`config.mk`:
```
export PLATFORM = sky130hd
export DESIGN_NAME = sar_adc_ctrl_flat
export DESIGN_NICKNAME = d
export VERILOG_FILES = /design/src/rtl/sar_adc_pkg.sv /design/src/rtl/sar_adc_if.sv /design/src/rtl/sar_settle_cnt.sv /design/src/rtl/sar_adc_ctrl.sv /design/src/flat_wrapper.sv
export SDC_FILE = /design/constraint.sdc
export NUM_CORES = 1
export LEC_CHECK = 0
export BUFFER_PORTS_ARGS = -buffer_cell sky130_fd_sc_hd__buf_2
export CAP_MARGIN = 0
export CORE_MARGIN = 2
export CORE_UTILIZATION = 50
export CTS_CLUSTER_SIZE = 8
export DETAILED_ROUTE_END_ITERATION = 10
export PLACE_DENSITY = 0.81
export SYNTH_ARGS = -nofsm -noshare
export SYNTH_HDL_FRONTEND = slang
export SYNTH_HIERARCHICAL = 1
export SYNTH_SLANG_ARGS = --single-unit
export TNS_END_PERCENT = 100
```
`constraint.sdc`:
```
create_clock -name clk -period 3.23 [get_ports clk]
set_input_delay 0.1615 -clock clk [delete_from_list [all_inputs] [get_ports clk]]
set_output_delay 0.1615 -clock clk [all_outputs]
set_load 0.01 [all_outputs]
```
`src/rtl/sar_adc_pkg.sv`:
```
// Shared types and default constants for the SAR ADC controller slice.
// The optional SAR_ADC_OVR_FLAG_EN macro is handled in the interface and top files.
package sar_adc_pkg;

    localparam int SAR_WIDTH_DEF  = 8;
    localparam int SAR_SETTLE_DEF = 2;

    typedef enum logic [1:0] {
        ST_IDLE    = 2'd0,
        ST_SAMPLE  = 2'd1,
        ST_CONVERT = 2'd2,
        ST_DONE    = 2'd3
    } sar_state_e;

endpackage

```
`src/rtl/sar_adc_if.sv`:
```
// Handshake/analog-front-end bundle between a SAR controller and its environment.
// With SAR_ADC_OVR_FLAG_EN defined the bundle also carries the sticky overrun_o flag.
interface sar_adc_if
    import sar_adc_pkg::*;
#(
    parameter int WIDTH = SAR_WIDTH_DEF
);
    logic             start_i;
    logic             cmp_i;
    logic             ready_i;
    logic             sample_o;
    logic [WIDTH-1:0] dac_o;
    logic             busy_o;
    logic             valid_o;
    logic [WIDTH-1:0] data_o;
`ifdef SAR_ADC_OVR_FLAG_EN
    logic             overrun_o;

    modport master (output start_i, cmp_i, ready_i,
                    input  sample_o, dac_o, busy_o, valid_o, data_o, overrun_o);
    modport slave  (input  start_i, cmp_i, ready_i,
                    output sample_o, dac_o, busy_o, valid_o, data_o, overrun_o);
`else
    modport master (output start_i, cmp_i, ready_i,
                    input  sample_o, dac_o, busy_o, valid_o, data_o);
    modport slave  (input  start_i, cmp_i, ready_i,
                    output sample_o, dac_o, busy_o, valid_o, data_o);
`endif
endinterface

```
`src/rtl/sar_settle_cnt.sv`:
```
// Per-phase settle timer: reload on phase entry, count down, flag the phase's last cycle.
module sar_settle_cnt
    import sar_adc_pkg::*;
#(
    parameter int SETTLE_CYCLES = SAR_SETTLE_DEF
) (
    input  logic clk,
    input  logic rst,
    input  logic load,
    output logic done
);
    localparam logic [3:0] RELOAD = 4'(SETTLE_CYCLES - 1);

    logic [3:0] cnt_r;

    // Down-counter; holds at zero until the next phase reloads it
    always_ff @(posedge clk or posedge rst) begin
        if (rst) begin
            cnt_r <= 4'd0;
        end else if (load) begin
            cnt_r <= RELOAD;
        end else if (cnt_r != 4'd0) begin
            cnt_r <= cnt_r - 4'd1;
        end else begin
            cnt_r <= cnt_r;
        end
    end

    assign done = (cnt_r == 4'd0);

endmodule

```
`src/rtl/sar_adc_ctrl.sv`:
```
// Successive-approximation ADC controller: sample, MSB-first binary search, hold result.
// Defining SAR_ADC_OVR_FLAG_EN adds a sticky overrun_o for starts while busy or holding a result.
module sar_adc_ctrl
    import sar_adc_pkg::*;
#(
    parameter int WIDTH         = SAR_WIDTH_DEF,
    parameter int SETTLE_CYCLES = SAR_SETTLE_DEF
) (
    input logic      clk,
    input logic      rst,
    sar_adc_if.slave bus
);
    localparam int               IDX_W    = (WIDTH > 1) ? $clog2(WIDTH) : 1;
    localparam logic [WIDTH-1:0] ONE      = WIDTH'(1);
    localparam logic [WIDTH-1:0] MSB_MASK = ONE << (WIDTH - 1);

    sar_state_e       state_r, state_nx_s;
    logic [IDX_W-1:0] bit_idx_r;
    logic [WIDTH-1:0] dac_r, data_r, mask_s, kept_s;
    logic             sample_r, busy_r, valid_r;
    logic             sample_nx_s, busy_nx_s, valid_nx_s;
    logic             settle_done_s, settle_load_s, last_bit_s, accept_s;

    assign mask_s        = ONE << bit_idx_r;
    assign kept_s        = bus.cmp_i ? dac_r : (dac_r & ~mask_s);
    assign last_bit_s    = (bit_idx_r == IDX_W'(0));
    assign accept_s      = valid_r && bus.ready_i;
    assign settle_load_s = (state_r == ST_IDLE) || settle_done_s;

    sar_settle_cnt #(.SETTLE_CYCLES(SETTLE_CYCLES)) u_settle (
        .clk  (clk),
        .rst  (rst),
        .load (settle_load_s),
        .done (settle_done_s)
    );

    // State register
    always_ff @(posedge clk or posedge rst) begin
        if (rst) begin
            state_r <= ST_IDLE;
        end else begin
            state_r <= state_nx_s;
        end
    end

    // Next-state logic
    always_comb begin
        state_nx_s = state_r;
        case (state_r)
            ST_IDLE: begin
                if (bus.start_i) state_nx_s = ST_SAMPLE;
                else             state_nx_s = ST_IDLE;
            end
            ST_SAMPLE: begin
                if (settle_done_s) state_nx_s = ST_CONVERT;
                else               state_nx_s = ST_SAMPLE;
            end
            ST_CONVERT: begin
                if (settle_done_s && last_bit_s) state_nx_s = ST_DONE;
                else                             state_nx_s = ST_CONVERT;
            end
            ST_DONE: begin
                if (accept_s) state_nx_s = ST_IDLE;
                else          state_nx_s = ST_DONE;
            end
            default: state_nx_s = ST_IDLE;
        endcase
    end

    // Output decode from the next state so the status outputs come straight from flops
    always_comb begin
        sample_nx_s = 1'b0;
        busy_nx_s   = 1'b0;
        valid_nx_s  = 1'b0;
        case (state_nx_s)
            ST_SAMPLE:  begin sample_nx_s = 1'b1; busy_nx_s = 1'b1; end
            ST_CONVERT: busy_nx_s  = 1'b1;
            ST_DONE:    valid_nx_s = 1'b1;
            default:    valid_nx_s = 1'b0;
        endcase
    end

    // Status output registers
    always_ff @(posedge clk or posedge rst) begin
        if (rst) begin
            sample_r <= 1'b0;
            busy_r   <= 1'b0;
            valid_r  <= 1'b0;
        end else begin
            sample_r <= sample_nx_s;
            busy_r   <= busy_nx_s;
            valid_r  <= valid_nx_s;
        end
    end

    // Binary-search datapath: dac_r always shows kept bits plus the bit under trial
    always_ff @(posedge clk or posedge rst) begin
        if (rst) begin
            dac_r     <= WIDTH'(0);
            data_r    <= WIDTH'(0);
            bit_idx_r <= IDX_W'(0);
        end else begin
            case (state_r)
                ST_SAMPLE: begin
                    if (settle_done_s) begin
                        dac_r     <= MSB_MASK;
                        bit_idx_r <= IDX_W'(WIDTH - 1);
                    end
                end
                ST_CONVERT: begin
                    if (settle_done_s) begin
                        if (last_bit_s) begin
                            dac_r  <= kept_s;
                            data_r <= kept_s;
                        end else begin
                            dac_r     <= kept_s | (mask_s >> 1);
                            bit_idx_r <= bit_idx_r - IDX_W'(1);
                        end
                    end
                end
                ST_DONE: begin
                    if (accept_s) dac_r <= WIDTH'(0);
                end
                default: dac_r <= WIDTH'(0);
            endcase
        end
    end

    assign bus.sample_o = sample_r;
    assign bus.busy_o   = busy_r;
    assign bus.valid_o  = valid_r;
    assign bus.dac_o    = dac_r;
    assign bus.data_o   = data_r;

`ifdef SAR_ADC_OVR_FLAG_EN
    logic overrun_r;

    // Sticky overrun: a start request arrived while a conversion or result was outstanding
    always_ff @(posedge clk or posedge rst) begin
        if (rst) begin
            overrun_r <= 1'b0;
        end else if (bus.start_i && (busy_r || valid_r)) begin
            overrun_r <= 1'b1;
        end else begin
            overrun_r <= overrun_r;
        end
    end

    assign bus.overrun_o = overrun_r;
`endif

endmodule

```
`src/flat_wrapper.sv`:
```
// flat-port wrapper written by rule: the top's interface ports become plain ports
module sar_adc_ctrl_flat import sar_adc_pkg::*;
#(
    parameter int WIDTH         = SAR_WIDTH_DEF,
    parameter int SETTLE_CYCLES = SAR_SETTLE_DEF
)
  (clk, rst, bus_start_i, bus_cmp_i, bus_ready_i, bus_sample_o, bus_dac_o, bus_busy_o, bus_valid_o, bus_data_o);
  sar_adc_if #(.WIDTH(WIDTH)) bus_i ();
  input logic clk;
  input logic rst;
  input wire logic [$bits(bus_i.start_i)-1:0] bus_start_i;
  input wire logic [$bits(bus_i.cmp_i)-1:0] bus_cmp_i;
  input wire logic [$bits(bus_i.ready_i)-1:0] bus_ready_i;
  output wire logic [$bits(bus_i.sample_o)-1:0] bus_sample_o;
  output wire logic [$bits(bus_i.dac_o)-1:0] bus_dac_o;
  output wire logic [$bits(bus_i.busy_o)-1:0] bus_busy_o;
  output wire logic [$bits(bus_i.valid_o)-1:0] bus_valid_o;
  output wire logic [$bits(bus_i.data_o)-1:0] bus_data_o;
  assign bus_i.start_i = bus_start_i;
  assign bus_i.cmp_i = bus_cmp_i;
  assign bus_i.ready_i = bus_ready_i;
  assign bus_sample_o = bus_i.sample_o;
  assign bus_dac_o = bus_i.dac_o;
  assign bus_busy_o = bus_i.busy_o;
  assign bus_valid_o = bus_i.valid_o;
  assign bus_data_o = bus_i.data_o;
  sar_adc_ctrl #(.WIDTH(WIDTH), .SETTLE_CYCLES(SETTLE_CYCLES)) u_core (.clk(clk), .rst(rst), .bus(bus_i));
endmodule
```
==> impl_metrics.ini <==
[run_status]
status = finished, violations left
failed_checks = DRC

[logic_synthesis]
synth_top_area_frac = 0.466
synthTopCellsByArea = dfrtp_1, ha_1, nand2_1
synth-seq-cells = 28
synth-edff-count = 0
synth-main-ff-cell = dfrtp_1
syn_nets = 174
yosysSeqAreaShare = 0.466
synth.distinct_cells = 36
async_flop_share = 1.00
yosysTopAreaCell = dfrtp_1
yosys_warnings = 6
syn_inst = 156
avgSynthCellArea_um2 = 9.63
syn_area_mm2 = 0.00150

[timing]
finalSetupViolCount = 0
finClkSkew_ns = 0.00247
finalMaxSlewViolations = 0
tns_ns = 0
period_share = 0.728
fmax_mhz = 425
min_period_ns = 2.35
slew_headroom = 0.388
hold_violations = 0
rsz0062_at_grt = false
worst_pin_slew_ns = 0.917

[critical_path]
worst_r2r_startpoint = u_core/u_settle/cnt_r[0]$_DFFE_PP0P_
crit_path_start_kind = flop
cp_max_fo = 17
end_kind = flop
arrival_ns = 2.62
crit_required_ns = 3.50
rrSetupSlack_ns = 0.88
cp-startpoint = u_core/u_settle/cnt_r[0]$_DFFE_PP0P_
path_class = flop to flop

[global_route]
antenna_found_initial = 0
globalRouteOverflowTotal = 0
grt_max_degree = 25
grt_pass1_wl_um = 5090
grt_use_total = 0.192
grt_pass1_vias = 1119

[clocking]
cts_buffers = 3
cts-resized-gates = 0
tritoncts = done
cts_hold_buf = 1
root_buffer = clkbuf_4
clk_transition_reported_paths_ns = 0.14
clockBufferDepth = 2
htreeDepth = 1
clkLatencyLatePin_ns = 0.32
cts_sinks = 28
post_cts_buffers = 0

[floorplan]
pin_count = 24
die-area_mm2 = 0.00346
start_util = 0.536
coreArea_mm2 = 0.00281
rows = 19
fp.dieW_um = 58.8
dieHeight_um = 58.8

[layout]
syn2layout_area_growth_pct = 12.3
drive_gt1_frac = 0.206
most-common-layout-cells = nand2_1, dfrtp_1, buf_2
final_cell_area_mm2 = 0.00169
seq_area_um2 = 701
multi_input_area_um2 = 733
diodes = 0
final_common_cell = nand2_1
n_fill_cell = 239
fin_nets = 199

[power_and_ir_drop]
p_per_area_mw_per_mm2 = 770
p_leak_nw = 0.838
ir_drop_v = 0.000363
power_mw = 1.30

[drt]
firstDrtPassIters = 9
num_vias = 1190
ant_nets = 0
via_per_inst = 5.64
drt_wl_total_um = 2960
wire_per_inst_um = 14.0
drcViolationCount = 2
drt_iter0_drc = 63

[placement]
gp_congestion = 0.901
port_buffers = 23
placed_cell_area_mm2 = 0.00163
dp_hpwl_um = 2260

[hold_path]
worstHoldPathType = input pin to flop
hp-start = bus_start_i

[run]
maxCapViolCount = 0
[Yosys cell counts, types with 2 or more instances]
library cell	count
buf_4	2
nand2_1	33
a22oi_1	5
inv_1	9
a31oi_1	2
o21ai_0	2
ha_1	13
and2b_1	2
nand2b_1	4
a21o_1	2
o21ai_1	14
dfrtp_1	28
nor2_1	7
nand3_1	3
a21oi_1	9
[final cells by class]
cell class / count / area share
Clock buffer: 3 / 0.0133
Tap cell: 31 / 0.0230
Inverter: 10 / 0.0222
Multi-Input combinational cell: 114 / 0.434
Clock inverter: 1 / 0.0178
Sequential cell: 28 / 0.415
Timing Repair Buffer: 24 / 0.0741
[registers in the layout, summed over array words and instances (netlist names)]
| register | count |
|---|---|
| u_core/bit_idx_r | 3 |
| u_core/bus.data_o | 8 |
| u_core/bus.dac_o | 8 |
| u_core/bus.sample_o | 1 |
| u_core/state_r | 2 |
| u_core/bus.busy_o | 1 |
| u_core/u_settle/cnt_r | 4 |
| u_core/bus.valid_o | 1 |
[per-layer routing]
layer | global-route usage | routed length (um)
met4 | 0.0649 | 42
met3 | 0.0242 | 139
met1 | 0.264 | 1350
met5 | 0 | 0
met2 | 0.314 | 1430
[final timing paths]
kind                                                              to  cells after the start
worst max-delay path                     u_core/bus.busy_o$_DFF_PP0_                      8
worst min-delay path                     u_core/state_r[0]$_DFF_PP0_                      2
worst max register to register           u_core/bus.busy_o$_DFF_PP0_                      8
worst min register to register      u_core/bus.data_o[7]$_DFFE_PP0P_                      2
max in group asynchronous           u_core/bus.data_o[0]$_DFFE_PP0P_                      3
min in group asynchronous       u_core/u_settle/cnt_r[3]$_DFFE_PP0P_                      3
[power by group]
group	switching (mW)	leakage, nW	internal, mW
logic	0.351	0.473	0.233
registers	0.0643	0.337	0.426
clock network	0.0989	0.0279	0.125
[critical path, cell delays in order (launching register included)]
cell      delay (ns)
dfrtp_1         0.41
inv_1           0.13
ha_1            0.22
nor3b_4         0.57
nand4b_4        0.32
a31oi_1         0.23
a21o_1          0.14
ha_1            0.23
inv_1           0.06
[cells by family (layout without fill, tap and decap cells)]
| group | after synthesis | after routing | share of synthesized area |
|---|---|---|---|
| simple gates | 59 | 59 | 0.205 |
| compound gates | 40 | 40 | 0.162 |
| flops | 28 | 28 | 0.466 |
| buf+inv | 14 | 38 | 0.0458 |
| fa+ha+maj | 13 | 13 | 0.108 |
| xor+xnor | 1 | 1 | 0.00583 |
| mux | 1 | 1 | 0.00666 |
[metrics by stage]
step	cells	utilization	setup WS [ns]	hold WS (ns)
detailed placement	206	0.579	0.932	0.0587
floorplan	156	-	1.33	-0.0724
global route	211	0.602	0.684	0.0942
global placement	206	0.579	1.08	0.0541
CTS	211	0.602	0.895	0.0803
finish	211	0.602	0.879	0.0881
Power figures use the tool's default switching activity.
